==> src/rtl/accum_stream_monitor.sv <==
// On-line checker for the selector-gated accumulator stream (x <= x + y, y <= y + 1 up to LIMIT).
// Flags the first fault with a sticky code and the y value seen at that point, and counts advances and holds.
module accum_stream_monitor #(
    parameter int W     = 15,
    parameter int LIMIT = 200,
    parameter int CW    = 16
) (
    input  logic          clk,
    input  logic          rst,
    input  logic [W-1:0]  x,
    input  logic [W-1:0]  y,
    output logic          err,
    output logic [2:0]    err_code,
    output logic [W-1:0]  fail_y,
    output logic          done,
    output logic [CW-1:0] step_cnt,
    output logic [CW-1:0] stall_cnt
);

    typedef enum logic [1:0] {S_INIT, S_TRACK, S_DONE, S_FAIL} state_t;

    localparam logic [2:0] C_NONE       = 3'd0;
    localparam logic [2:0] C_BAD_INIT   = 3'd1;
    localparam logic [2:0] C_BAD_HOLD   = 3'd2;
    localparam logic [2:0] C_BAD_STEP   = 3'd3;
    localparam logic [2:0] C_BAD_JUMP   = 3'd4;
    localparam logic [2:0] C_OVER_LIMIT = 3'd5;
    localparam logic [2:0] C_INV        = 3'd6;

    localparam logic [W-1:0]  LIM     = W'(LIMIT);
    localparam logic [W-1:0]  ONE     = W'(1);
    localparam logic [CW-1:0] CNT_MAX = '1;

    state_t         state, state_nx;
    logic [W-1:0]   prev_x, prev_y;
    logic [W-1:0]   y_inc, x_sum;
    logic [2:0]     code_nx;
    logic           cap, adv, hold;

    // Wrapping sums are intentional: an overflowed x shows up as BAD_STEP/INV
    assign y_inc = prev_y + ONE;
    assign x_sum = prev_x + prev_y;

    always_comb begin
        state_nx = state;
        code_nx  = C_NONE;
        cap      = 1'b0;
        adv      = 1'b0;
        hold     = 1'b0;
        case (state)
            S_INIT: begin
                if (x == ONE && y == '0) begin
                    cap      = 1'b1;
                    state_nx = S_TRACK;
                end else begin
                    code_nx = C_BAD_INIT;
                end
            end
            S_TRACK: begin
                if (y > LIM)                               code_nx = C_OVER_LIMIT;
                else if (y != prev_y && y != y_inc)        code_nx = C_BAD_JUMP;
                else if (y == prev_y && x != prev_x)       code_nx = C_BAD_HOLD;
                else if (y == y_inc && x != x_sum)         code_nx = C_BAD_STEP;
                else if (y >= LIM && x < y)                code_nx = C_INV;
                else begin
                    cap  = 1'b1;
                    adv  = (y == y_inc);
                    hold = (y != y_inc);
                    if (y == LIM) state_nx = S_DONE;
                end
            end
            S_DONE: begin
                if (y != prev_y)      code_nx = C_BAD_JUMP;
                else if (x != prev_x) code_nx = C_BAD_HOLD;
            end
            default: ;
        endcase
        if (code_nx != C_NONE) state_nx = S_FAIL;
    end

    always_ff @(posedge clk) begin
        if (rst) begin
            state     <= S_INIT;
            prev_x    <= '0;
            prev_y    <= '0;
            err       <= 1'b0;
            err_code  <= C_NONE;
            fail_y    <= '0;
            done      <= 1'b0;
            step_cnt  <= '0;
            stall_cnt <= '0;
        end else begin
            state <= state_nx;
            if (cap) begin
                prev_x <= x;
                prev_y <= y;
            end
            // code_nx is only non-zero outside FAIL, so the first code is never overwritten
            if (code_nx != C_NONE) begin
                err      <= 1'b1;
                err_code <= code_nx;
                fail_y   <= y;
            end
            if (state == S_TRACK && state_nx == S_DONE) done <= 1'b1;
            if (adv && step_cnt != CNT_MAX)   step_cnt  <= step_cnt + CW'(1);
            if (hold && stall_cnt != CNT_MAX) stall_cnt <= stall_cnt + CW'(1);
        end
    end

endmodule

==> config.mk <==
export PLATFORM = sky130hd
export DESIGN_NAME = accum_stream_monitor
export DESIGN_NICKNAME = d
export VERILOG_FILES = /design/src/rtl/accum_stream_monitor.sv
export SDC_FILE = /design/constraint.sdc
export NUM_CORES = 1
export LEC_CHECK = 0
export CAP_MARGIN = 20
export CORE_MARGIN = 8
export CORE_UTILIZATION = 35
export CTS_BUF_LIST = sky130_fd_sc_hd__clkbuf_8 sky130_fd_sc_hd__clkbuf_16
export CTS_CLUSTER_DIAMETER = 100
export CTS_CLUSTER_SIZE = 25
export DETAILED_ROUTE_END_ITERATION = 10
export SLEW_MARGIN = 20
export SYNTH_ARGS = -nofsm -noshare
export SYNTH_HDL_FRONTEND = slang
export SYNTH_SLANG_ARGS = --single-unit
==> constraint.sdc <==
create_clock -name clk -period 10.5 [get_ports clk]
set_input_delay 1.05 -clock clk [delete_from_list [all_inputs] [get_ports clk]]
set_output_delay 1.05 -clock clk [all_outputs]
set_load 0.02 [all_outputs]
# Word level (Yosys, flattened, before mapping)
# Index checks and enable logic that the tools add are counted.
dict set report totals {
  regBits 84
  in_bits 32
  out_inout_bits 52
  elab_cells 77
}
dict set report classes {
  add_sub_neg 4
  magnitude_cmp 3
  n_eq_ne 13
  muxes 37
  n_reduce_logical 11
}
# op count
set ops {}
lappend ops {{!= test 15 bit} 4}
lappend ops {{adder 16 x 1 -> 16 bit (second input constant)} 2}
lappend ops {{!= test 16 bit (second input constant)} 2}
lappend ops {{== test 15 bit} 2}
lappend ops {{two-way mux 1 bit} 19}
lappend ops {{two-way mux 2 bit} 9}
lappend ops {{two-way mux 3 bit} 6}
lappend ops {{adder 15 x 1 -> 15 bit (second input constant)} 1}
lappend ops {{adder 15 bit} 1}
lappend ops {{== test 15 x 1 -> 1 bit (second input constant)} 1}
lappend ops {{== test 15 x 8 -> 1 bit (second input constant)} 1}
lappend ops {{>= comparator 15 x 8 -> 1 bit (second input constant)} 1}
lappend ops {{greater-than comparator 15 x 8 -> 1 bit (second input constant)} 1}
lappend ops {{logical NOT 15 bit} 1}
lappend ops {{< comparator 15 bit} 1}
lappend ops {{case mux 3 bit (3 select lines)} 1}
lappend ops {{logical AND 1 bit} 8}
lappend ops {{== test 2 bit (second input constant)} 2}
lappend ops {{case mux 2 bit (2 select lines)} 1}
lappend ops {{nonzero test 3 bit} 1}
lappend ops {{== test 2 x 1 -> 1 bit (second input constant)} 1}
lappend ops {{logical NOT 2 bit} 1}
lappend ops {{case mux 1 bit (2 select lines)} 1}

# Depth between registers and ports, before layout
dict set report depth {
  ltp_word 12
  ltp_mapped 14
  depth_no_buf 12
}

# Worst setup path before layout
# Ideal clock, no wire load.
dict set report synth_path {
  path_type {input-to-reg}
  start {in y[0]}
  end {reg step_cnt[11]}
  arrival_ns 3.407
  required_time_ns 10.372
  setup_slack_ns 6.965
  path_stages 12
  path_cell_list {or3_1 -> nand2_1 -> a31oi_1 -> or4_1 -> nor2_1 -> o31a_1 -> or4b_1 -> buf_6 -> buf_12 -> nor3_2 -> xnor2_1 -> nor2_1}
}
dict set report synth_via {
  elab_chain_len 9
  elab_cells_between_ends 18
  cone_classes {order compare (3); eq/ne (4); mux (6); reduce/logical (5)}
}
# element line
set synth_rtl {}
lappend synth_rtl {{start, declared} 11} ;# input logic [W-1:0] y,
lappend synth_rtl {{>= comparator 15 x 8 -> 1 bit or < comparator 15 bit (tied branches)} 64} ;# else if (y >= LIM && x < y) code_nx = C_INV;
lappend synth_rtl {{logical AND 1 bit} 64}
lappend synth_rtl {{two-way mux 1 bit} 64}
lappend synth_rtl {{two-way mux 1 bit} 63} ;# else if (y == y_inc && x != x_sum) code_nx = C_BAD_STEP;
lappend synth_rtl {{two-way mux 1 bit} 62} ;# else if (y == prev_y && x != prev_x) code_nx = C_BAD_HOLD;
lappend synth_rtl {{two-way mux 1 bit} 61} ;# else if (y != prev_y && y != y_inc) code_nx = C_BAD_JUMP;
lappend synth_rtl {{two-way mux 1 bit (*)} 60} ;# if (y > LIM) code_nx = C_OVER_LIMIT;
lappend synth_rtl {{two-way mux 1 bit (*)} 50} ;# case (state)
lappend synth_rtl {{logical AND 1 bit (*)} 105} ;# if (adv && step_cnt != CNT_MAX) step_cnt <= step_cnt + CW'(1);
lappend synth_rtl {{end signal, assigned} 105}
lappend synth_rtl {{end, declared} 16} ;# output logic [CW-1:0] step_cnt,
# Every way passes the cells marked *; elsewhere a longest branch is shown, timed or not.
# A chain may end at the register's enable or synchronous reset.

# Worst setup path after layout
dict set report layout_path {
  start {in x[11]}
  end {reg fail_y[0]}
}
dict set report layout_via {
  elab_chain_len 9
  elab_cells_between_ends 18
  cone_classes {order compare (1); eq/ne (3); mux (9); reduce/logical (5)}
}
# element line
set layout_rtl {}
lappend layout_rtl {{start, declared} 10} ;# input logic [W-1:0] x,
lappend layout_rtl {{< comparator 15 bit} 64}
lappend layout_rtl {{logical AND 1 bit} 64}
lappend layout_rtl {{two-way mux 3 bit} 64}
lappend layout_rtl {{two-way mux 3 bit} 63}
lappend layout_rtl {{two-way mux 3 bit} 62}
lappend layout_rtl {{two-way mux 3 bit} 61}
lappend layout_rtl {{two-way mux 3 bit} 60}
lappend layout_rtl {{case mux 3 bit (3 select lines) (*)} 50}
lappend layout_rtl {{nonzero test 3 bit (*)} 99} ;# if (code_nx != C_NONE) begin
lappend layout_rtl {{end signal, assigned} 102} ;# fail_y <= y;
lappend layout_rtl {{end, declared} 14} ;# output logic [W-1:0] fail_y,
# Marks and branches as above.

==> flow_summary_export.csv <==
group,metric,value,unit
setup_path,critPathRequiredTime,10.78,ns
flow_run,cap_viol_max_count,0,
timing,final.min_clock_period,4.76,ns
cells_and_area,fill_cells,1667,
clock_network,numCtsBuffers,9,
detailed_routing,dr.pass1.iters,4,
floorplanning,fp.dieH,144,um
timing,fin_crit_sh,45.4,%
clock_network,h-tree-depth,3,
setup_path,crit_slowest_cell,"a21o_1",
timing,final.setup.tns,0,ns
synthesis,seq_area_frac_synth,29.2,%
synthesis,synth_top_area_cell,"dfxtp_1",
clock_network,post_cts_buffers,0,
detailed_routing,ant_nets,0,
synthesis,syn_inst,689,
setup_path,worstSetupStartpointType,"input port",
detailed_routing,routed_wl,16800,um
timing,clock.fmax,210,MHz
cells_and_area,nets,817,
synthesis,yosys.cell_types.count,67,
floorplanning,rows,47,
floorplanning,core_area,16300,um^2
timing,finalWorstSetupSlack,5.74,ns
detailed_routing,via_per_inst,5.30,
floorplanning,start_util,35.2,%
timing,hold_viol,0,
synthesis,muxShareOfSynthArea,4.87,%
timing,maxSlewViolCount,0,
timing,finalSetupViolCount,0,
cells_and_area,area_delta_synth_final,22.5,%
power_and_ir_drop,p_per_area,111,nW/um^2
clock_network,clock_latency,0.34,ns
grt,grt_use_met1,23.1,%
floorplanning,die_w,144,um
grt,grt.overflow.total,0,
grt,grt_use_total,16.4,%
setup_path,path_buf_inv,1,
cells_and_area,drive_above_1_share,7.78,%
clock_network,cts_hold_buf,0,
placement,dp_slack,5.49,ns
timing,rsz0062_at_grt,"no",
synthesis,synth_area_leaders,"dfxtp_1 (29%), xnor2_1 (7.9%), ha_1 (6.7%)",
outcome,outcome,"finished clean",
setup_path,rrSetupSlack,5.98,ns
setup_path,crit_type,"input port to flip-flop",
setup_path,cp_top_family,"compound AO/OA/AOI/OAI gates",
synthesis,syn_area,5760,um^2
setup_path,cpPeakStageDelay,0.83,ns
setup_path,arrival,5.04,ns
detailed_routing,drc,0,
synthesis,syn_avg_cell_area,8.36,um^2
worst_hold_path,hold_path_class,"flip-flop to flip-flop",
power_and_ir_drop,p_leak,2.71,nW
clock_network,postCtsResizedCells,0,
timing,max_slew_margin,35.2,%
synthesis,synth_top_family_by_area,"simple AND/OR/NAND/NOR gates",
cells_and_area,n_antenna_cell,0,
detailed_routing,drt_iter0_drc,323,
synthesis,synth_top_cell_area_share,29.2,%
synthesis,synth_edf_count,0,
synthesis,ys.flop_type,"dfxtp_1",
timing,worst_pin_slew,0.972,ns
placement,io_buffers,83,
synthesis,synth.net_count,753,
synthesis,synth_xor_area_share,12.6,%
grt,met3_usage,2.01,%
detailed_routing,routedWlPerCell,17.1,um
power_and_ir_drop,peakVddDrop,0.0000647,V
synthesis,yosys_warnings,0,
setup_path,endpoint_kind,"flip-flop",
clock_network,cts.path.max_buffers,2,
detailed_routing,via_count,5180,
floorplanning,io-pin-count,84,
setup_path,critPathMaxFanout,33,
grt,grt_pass1_vias,4982,
placement,dp_hpwl,12600,um
synthesis,yosys.area_share.simple,25.4,%
synthesis,synthAdderAreaFrac,7.09,%
placement,gp_congestion,0.921,
synthesis,synth_compound_area_share,15.8,%
timing,skew,0.00413,ns
grt,grt_pass1_wl,26800,um
grt,top_usage_layer,"met2",
grt,use_met2,24.7,%
clock_network,clk_pin_slew,0.06,ns
synthesis,async_flop_share,0,%
floorplanning,dieArea,20800,um^2
setup_path,crit_chain,"clkdlybuf4s50_1 -> xnor2_2 -> nor2_1 -> a2111oi_2 -> nand4_1 -> a2111oi_2 -> nand4_1 -> o21ai_0 -> a21o_1 -> and3_1 -> mux2i_1",
synthesis,ys_ff_latch,84,
clock_network,cts_tree,"done",
clock_network,cts-root-buf,"clkbuf_16",
clock_network,cts.sinks,84,
grt,grt_max_degree,81,
grt,grt_antenna_before_repair,0,
-- cells in the mapped netlist (6+ instances only) --
cell,count
dfxtp_1,84
nor2_1,72
xnor2_1,52
a21oi_1,45
nand2_1,36
nand4_1,32
ha_1,31
inv_1,30
xor2_1,29
mux2i_1,28
nand3_1,19
nor3_1,19
o21ai_0,19
clkbuf_1,18
a31o_2,15
nor4_1,15
and3_1,14
buf_2,9
nand2b_1,9
a21o_1,7
and2_1,7
and4_1,7
o211ai_1,7
nor2b_1,6
-- layout make-up --
cell class / instances / area (um^2) / area share (%)
multi-input cells: 541 / 3810 / 54.0
well taps: 220 / 275 / 3.90
flip-flops and latches: 84 / 1680 / 23.8
repair buffers: 86 / 848 / 12.0
inverters: 31 / 116 / 1.65
clock buffers: 9 / 225 / 3.19
clock inverters: 7 / 98.8 / 1.40
-- cells in the final DEF, fill, tap and decap left out, types with 14 or more instances in the layout --
cell             Yosys  routed
nand4_1             32      32
nor4_1              15      15
inv_1               30      30
and3_1              14      14
mux2i_1             28      28
clkdlybuf4s50_1      0      82
nor2_1              72      72
nand3_1             19      19
nand2_1             36      36
nor3_1              19      19
a21oi_1             45      45
xor2_1              29      29
a31o_2              15      15
o21ai_0             19      19
xnor2_1             52      52
ha_1                31      31
dfxtp_1             84      84
-- flip-flops by register name, summed over array words and instances, names as in the netlist --
register,flops
step_cnt,16
stall_cnt,16
state,2
prev_y,15
prev_x,15
err_code,3
done,1
fail_y,15
err,1
-- metal layers --
| layer | vias up | share of wire [%] |
|---|---|---|
| li1 | 2625 | - |
| met1 | 2412 | 50 |
| met2 | 112 | 44 |
| met3 | 31 | 3.6 |
| met4 | 0 | 2.6 |
| met5 | - | 0 |
-- worst min-delay path, delay by kind of cell, from the launching register on --
kind | cells | cell delay [ns]
DFF | 1 | 0.31
AOI/OAI and AO/OA | 1 | 0.05
buffers and inverters | 1 | 0.04
-- kinds of logic (layout without fill, tap and decap cells) --
family | count (synthesis) | after routing
multiplexers | 28 | 28
AO/OA/AOI/OAI | 133 | 133
buffers and inverters | 64 | 133
AND/OR/NAND/NOR | 266 | 266
XOR/XNOR | 82 | 82
flip-flops | 84 | 84
adder cells (fa/ha/maj) | 32 | 32
-- final timing paths --
path / from / endpoint / cells after the start
max reg2reg: prev_y[0] / fail_y[0] / 12
min: done / done / 2
max: x[11] / fail_y[0] / 11
min reg2reg: done / done / 2
-- through the flow --
stage / util [%] / power, W / cells / hold slack [ns] / instance area [um^2]
after global routing: 43.1 / 0.000816 / 978 / 0.485 / 7050
after detailed placement: 41.1 / 0.000442 / 962 / 0.445 / 6730
after CTS: 43.1 / 0.000793 / 978 / 0.452 / 7050
final: 43.1 / 0.000785 / 978 / 0.448 / 7050
after floorplan: - / 0.000395 / 689 / 0.484 / 5760
after global placement: 41.1 / 0.000442 / 962 / 0.443 / 6730
-- power by group --
group          internal [W]  switching, W  total [W]
Sequential         0.000325    0.00000425   0.000329
Clock              0.000211      0.000139   0.000349
Combinational     0.0000450     0.0000616   0.000107
Total              0.000581      0.000205   0.000785
Note: power is estimated with default switching activity, not from simulation.
